$ cat config.mk
export PLATFORM = sky130hd
export DESIGN_NAME = wormhole_switch_allocator
export DESIGN_NICKNAME = d
export VERILOG_FILES = /design/src/rtl/wormhole_switch_allocator.sv
export SDC_FILE = /design/constraint.sdc
export NUM_CORES = 1
export LEC_CHECK = 0
export BUFFER_PORTS_ARGS = -buffer_cell sky130_fd_sc_hd__clkbuf_2
export CAP_MARGIN = 25
export CELL_PAD_IN_SITES_DETAIL_PLACEMENT = 1
export CELL_PAD_IN_SITES_GLOBAL_PLACEMENT = 2
export CORE_AREA = 2 2 170 172
export CTS_CLUSTER_DIAMETER = 100
export DETAILED_ROUTE_END_ITERATION = 8
export DIE_AREA = 0 0 172 174
export PLACE_DENSITY = 0.76
export SYNTH_ARGS = -nofsm -noshare
export SYNTH_HDL_FRONTEND = slang
export SYNTH_SLANG_ARGS = --single-unit
$ cat constraint.sdc
create_clock -name clk -period 8.4 [get_ports clk]
set_clock_uncertainty 0.2 [all_clocks]
set_input_delay 0 -clock clk [delete_from_list [all_inputs] [get_ports clk]]
set_output_delay 0 -clock clk [all_outputs]
set_load 0.05 [all_outputs]
$ cat src/rtl/wormhole_switch_allocator.sv
// Switch allocator for an NPORTS-port wormhole router: one round-robin
// arbiter per output, optional head..tail locking, downstream-ready gating.
// Grants are combinational; crossbar select/valid are registered.
module wormhole_switch_allocator #(
   parameter  int NPORTS   = 5,
   parameter  int WORMHOLE = 1,
   localparam int PW       = $clog2(NPORTS)
) (
   input  logic                 clk,
   input  logic                 rst,
   input  logic [NPORTS-1:0]    req,
   input  logic [NPORTS*PW-1:0] req_dport,
   input  logic [NPORTS-1:0]    req_tail,
   input  logic [NPORTS-1:0]    out_ready,
   output logic [NPORTS-1:0]    grant,
   output logic [NPORTS*PW-1:0] xbar_sel,
   output logic [NPORTS-1:0]    xbar_valid,
   output logic                 err_dport
);

   typedef enum logic {UNLOCKED = 1'b0, LOCKED = 1'b1} lock_e;

   logic [PW-1:0]       dport    [NPORTS];
   logic [PW-1:0]       rr_q     [NPORTS];
   logic [PW-1:0]       rr_d     [NPORTS];
   lock_e               state_q  [NPORTS];
   lock_e               state_d  [NPORTS];
   logic [PW-1:0]       owner_q  [NPORTS];
   logic [PW-1:0]       owner_d  [NPORTS];
   logic [PW-1:0]       win_idx  [NPORTS];
   logic [NPORTS-1:0]   win_vld;
   logic [NPORTS-1:0]   grant_c;
   logic [NPORTS-1:0]   xvalid_q;
   logic [NPORTS*PW-1:0] xsel_q;
   logic [NPORTS*PW-1:0] xsel_d;
   logic                err_q;
   logic                err_d;

   // Unpack destinations and flag any requester addressing a non-existent output.
   always_comb begin
      err_d = 1'b0;
      for (int unsigned i = 0; i < NPORTS; i++) begin
         dport[i] = req_dport[i*PW +: PW];
         if (req[i] && (int'(dport[i]) >= NPORTS)) err_d = 1'b1;
      end
   end

   // Per-output arbitration: locked owner only, else round-robin scan from rr pointer.
   always_comb begin
      logic [PW-1:0] cand_idx;
      logic [PW-1:0] win;
      int unsigned   cand;
      cand     = 0;
      cand_idx = '0;
      win      = '0;
      grant_c  = '0;
      win_vld  = '0;
      xsel_d   = xsel_q;
      for (int unsigned o = 0; o < NPORTS; o++) begin
         win_idx[o] = '0;
         rr_d[o]    = rr_q[o];
         state_d[o] = state_q[o];
         owner_d[o] = owner_q[o];
      end
      for (int unsigned o = 0; o < NPORTS; o++) begin
         if (out_ready[o]) begin
            if (state_q[o] == LOCKED) begin
               if (req[owner_q[o]] && (dport[owner_q[o]] == PW'(o))) begin
                  win_vld[o] = 1'b1;
                  win_idx[o] = owner_q[o];
               end
            end else begin
               for (int unsigned k = 0; k < NPORTS; k++) begin
                  cand = k + rr_q[o];
                  if (cand >= NPORTS) cand = cand - NPORTS;
                  cand_idx = PW'(cand);
                  if (!win_vld[o] && req[cand_idx] && (dport[cand_idx] == PW'(o))) begin
                     win_vld[o] = 1'b1;
                     win_idx[o] = cand_idx;
                  end
               end
            end
         end
         if (win_vld[o]) begin
            win = win_idx[o];
            grant_c[win] = 1'b1;
            xsel_d[o*PW +: PW] = win;
            if (state_q[o] == LOCKED) begin
               if (req_tail[win]) state_d[o] = UNLOCKED;
            end else begin
               rr_d[o] = (win == PW'(NPORTS-1)) ? '0 : win + 1'b1;
               if ((WORMHOLE != 0) && !req_tail[win]) begin
                  state_d[o] = LOCKED;
                  owner_d[o] = win;
               end
            end
         end
      end
   end

   // Arbiter state and crossbar stage registers.
   always_ff @(posedge clk or negedge rst) begin
      if (!rst) begin
         for (int unsigned o = 0; o < NPORTS; o++) begin
            rr_q[o]    <= '0;
            state_q[o] <= UNLOCKED;
            owner_q[o] <= '0;
         end
         xvalid_q <= '0;
         xsel_q   <= '0;
         err_q    <= 1'b0;
      end else begin
         for (int unsigned o = 0; o < NPORTS; o++) begin
            rr_q[o]    <= rr_d[o];
            state_q[o] <= state_d[o];
            owner_q[o] <= owner_d[o];
         end
         xvalid_q <= win_vld;
         xsel_q   <= xsel_d;
         err_q    <= err_d;
      end
   end

   assign grant      = rst ? grant_c : '0;
   assign xbar_sel   = xsel_q;
   assign xbar_valid = xvalid_q;
   assign err_dport  = err_q;

endmodule

==> results.md <==
- CP dominant cell by count: inv_1
- Buffers & Inverters on Critical Path: 3
- Core Util, Final: between 30% and 40%
- DRT antenna net count: 0
- DIE AREA: ~0.03 mm2
- Max FO, Critical Path: 23
- # rows: 62
- Max-slew violations: 0
- Number of global-route vias before repair: 9900
- Layout net count: around 1300
- Outcome: completed
- Post-synthesis average cell area: 7.743 um2
- Post_cts resized: 0
- Post-synthesis async set-or-reset flop share: 100.0%
- Synth area leaders: dfrtp_1, ha_1, mux2i_1, nand2_1, o21ai_0
- DRC violations left: 0
- Pin count of the biggest net entering global routing: between 60 and 70
- Via count: about 9800
- Slew margin rel.: a little over a third
- Clk Latency, worst-skew pair: roughly 0.31 ns
- Core area: ~0.028 mm2
- Max stage delay on crit path: 0.70 ns
- Yosys top cell by area: dfrtp_1
- FMAX: between 0.15 and 0.2 GHz
- Wirelength per Cell: between 20 and 25 um
- Diode count: 0
- Critical Path RT: slightly above 8 ns
- Tcrit/Tclk final: 69.78%
- Crit path time final: 5.862 ns
- Starting density of the core: roughly a third
- Layout cell share with drive strength beyond 1: around 14%
- Mapped Cells: ~1200
- Vias per cell: roughly 6.1
- Ports: 58
- Critical-path cell list: inv_1 -> ha_1 -> inv_1 -> fa_1 -> nor2_1 -> a2bb2oi_1 -> nor3_1 -> a22o_1 -> a2111oi_4 -> nand2b_2 -> o311a_1 -> and2_1 -> or4b_1 -> o31ai_1 -> o31a_1 -> clkbuf_2
- Yosys warns: 0
- Initial antenna violation count: 0
- WS Path Type: reg -> out
- VDD IR-drop max: 0.1917 mV
- Sequential element share of the synthesized area: 15.27%
- # H-tree levels: 2
- R2R depth: 15
- Nature of the critical path endpoint: output port
- HP Class: in -> reg
- Post-route setup slack: between 2 and 3 ns
- Synth top cells by count: nand2_1, nor2_1, o21ai_0
- Leakage: about 4.1 nW
- RSZ-0062 raised after global routing: no
- CTS Sinks: 56
- Setup bufs post-CTS: 0
- CTS buffer count: 5
- Total gr overflow: 0
- Max-Cap Viols: 0
- Share of the synthesized area in the top cell type: between 15 and 20%
- Post-synth EDFFs: 0
- Final Hold Fails: 0
- Area occupied by multi-input gates: 0.007242 mm2
- Power Density: about 470 mW/mm2
- IO buf count: 57
- Crit start category: flip-flop
- Synthesized cell area: between 0.009 and 0.01 mm2
- Most used DFF post-synth: dfrtp_1
- Worst-path clk slew: about 0.090 ns
- Max clock buf depth: 2
- Final wirelength: 34780 um
- Slack of the worst reg-to-reg path: between 2 and 3 ns
- Flops & latches, synth: 56
- Filler cells: around 3500
- Area grow syn2layout: 8.578%
- Hold Crit Depth: 4
- Setup TNS Final: 0 ns
- GPL Wtd Cong: a little over 0.9
- Cell with the most instances after synthesis: nand2_1
- Delay-heaviest family, CP: compound AO/OA/AOI/OAI gates
- DRT iter0 DRCs: between 700 and 800
- 1st-pass router iterations: 5
- Cell variety after synth: 118
- Register area: approximately 0.0014 mm2
- CTS tree: built
- WP depth: 16
- Slew @ Worst Pin: roughly 0.94 ns
- Chip height: 174 um
- Pre-CTS WS: between 2 and 3 ns
- Tot GR Track Use: 23.29%
- Net count after synthesis: 1269
- Die X: roughly 170 um
- Crit path arrival time: 5.66 ns
- Crit path max-delay cell type: dfrtp_1
- Root Buffer: clkbuf_16
- First-pass GRT wire length: between 50000 and 60000 um
- DP Wirelength: between 20000 and 30000 um
- Final setup fails: 0
## through the flow
step / power [W] / cell area (um2) / std cells / hold WS [ns]
2_1_floorplan: 0.003536 / 9175 / 1185 / -0.4956
6_report: 0.004700 / 9962 / 1596 / 0.05033
5_1_grt: 0.005139 / 9962 / 1596 / 0.07295
4_1_cts: 0.004667 / 9962 / 1596 / 0.02645
3_3_place_gp: 0.004345 / 9731 / 1580 / 0.02767
3_5_place_dp: 0.004407 / 9731 / 1580 / 0.03505
## timing repair
action | in CTS | in global routing
hold buffers | 8 | 0
hold endpoints to repair | 67 | 0
setup endpoints to repair | 0 | 0
## flip-flops by register name (all words and copies together) (netlist names)
signal	cells
rr_q	15
owner_q	15
xbar_sel	15
err_dport	1
xbar_valid	5
state_q	5
## power by group
part	switching, W	internal, W
registers	0.000217	0.000388
logic	0.00246	0.00141
clock network	0.000115	0.000114
## logic make-up after synthesis
family,synth area share (%)
flip-flops,15.27
multiplexers,8.264
AND/OR/NAND/NOR,29.10
AO/OA/AOI/OAI,31.99
XOR/XNOR,2.005
adder cells (fa/ha/maj),7.500
buffers and inverters,5.864
## cell type report
cell class	count	share of cell area [%]
clock buffers	5	1.256
clock inverters	3	0.2638
well taps	384	4.823
repair buffers	73	4.270
multi-input cells	1006	72.70
flip-flops and latches	56	14.07
inverters	69	2.625
## layer usage
metal / wire length (um) / GRT usage [%] / up-vias
met5: 0 / 0 / -
met4: 595 / 5.077 / 0
met3: 1269 / 1.708 / 46
met2: 17150 / 40.60 / 234
met1: 15770 / 31.32 / 4890
li1: - / - / 4589
## worst register-to-register path, cell delays in order, from the launching register on
cell and delay, ns:
dfrtp_1 0.70, inv_1 0.51, ha_1 0.27, inv_1 0.06, fa_1 0.45, nor2_1 0.12, a2bb2oi_1 0.44, nor3_1 0.13
a22o_1 0.28, a2111oi_4 0.44, nand2b_2 0.16, or4_1 0.53, o2111ai_2 0.17, inv_1 0.21, o31ai_2 0.36, mux2_1 0.36
## placed cells by master, fill, tap and decap left out, types with 27 or more instances in the layout
cell      synthesis  layout
inv_1            63      63
o21ai_0          70      70
nor2_1           72      72
nand3_1          43      43
a211oi_1         27      27
ha_1             47      47
dfrtp_1          56      56
nand2b_1         32      32
nor3_1           41      41
nand2_1         104     104
mux2i_1          47      47
a21oi_1          63      63
clkbuf_2          2      56
## final timing paths
check,from,to
max,rr_q[9]$_DFFE_PN0P_,grant[0]
min,req_tail[3],owner_q[7]$_DFFE_PN0P_
min in group asynchronous,rst,xbar_sel[3]$_DFFE_PN0N_
min reg2reg,xbar_sel[11]$_DFFE_PN0P_,xbar_sel[11]$_DFFE_PN0P_
max in group asynchronous,rst,xbar_sel[2]$_DFFE_PN0N_
max reg2reg,rr_q[9]$_DFFE_PN0P_,owner_q[9]$_DFFE_PN0P_
Power figures use the tool's default switching activity.
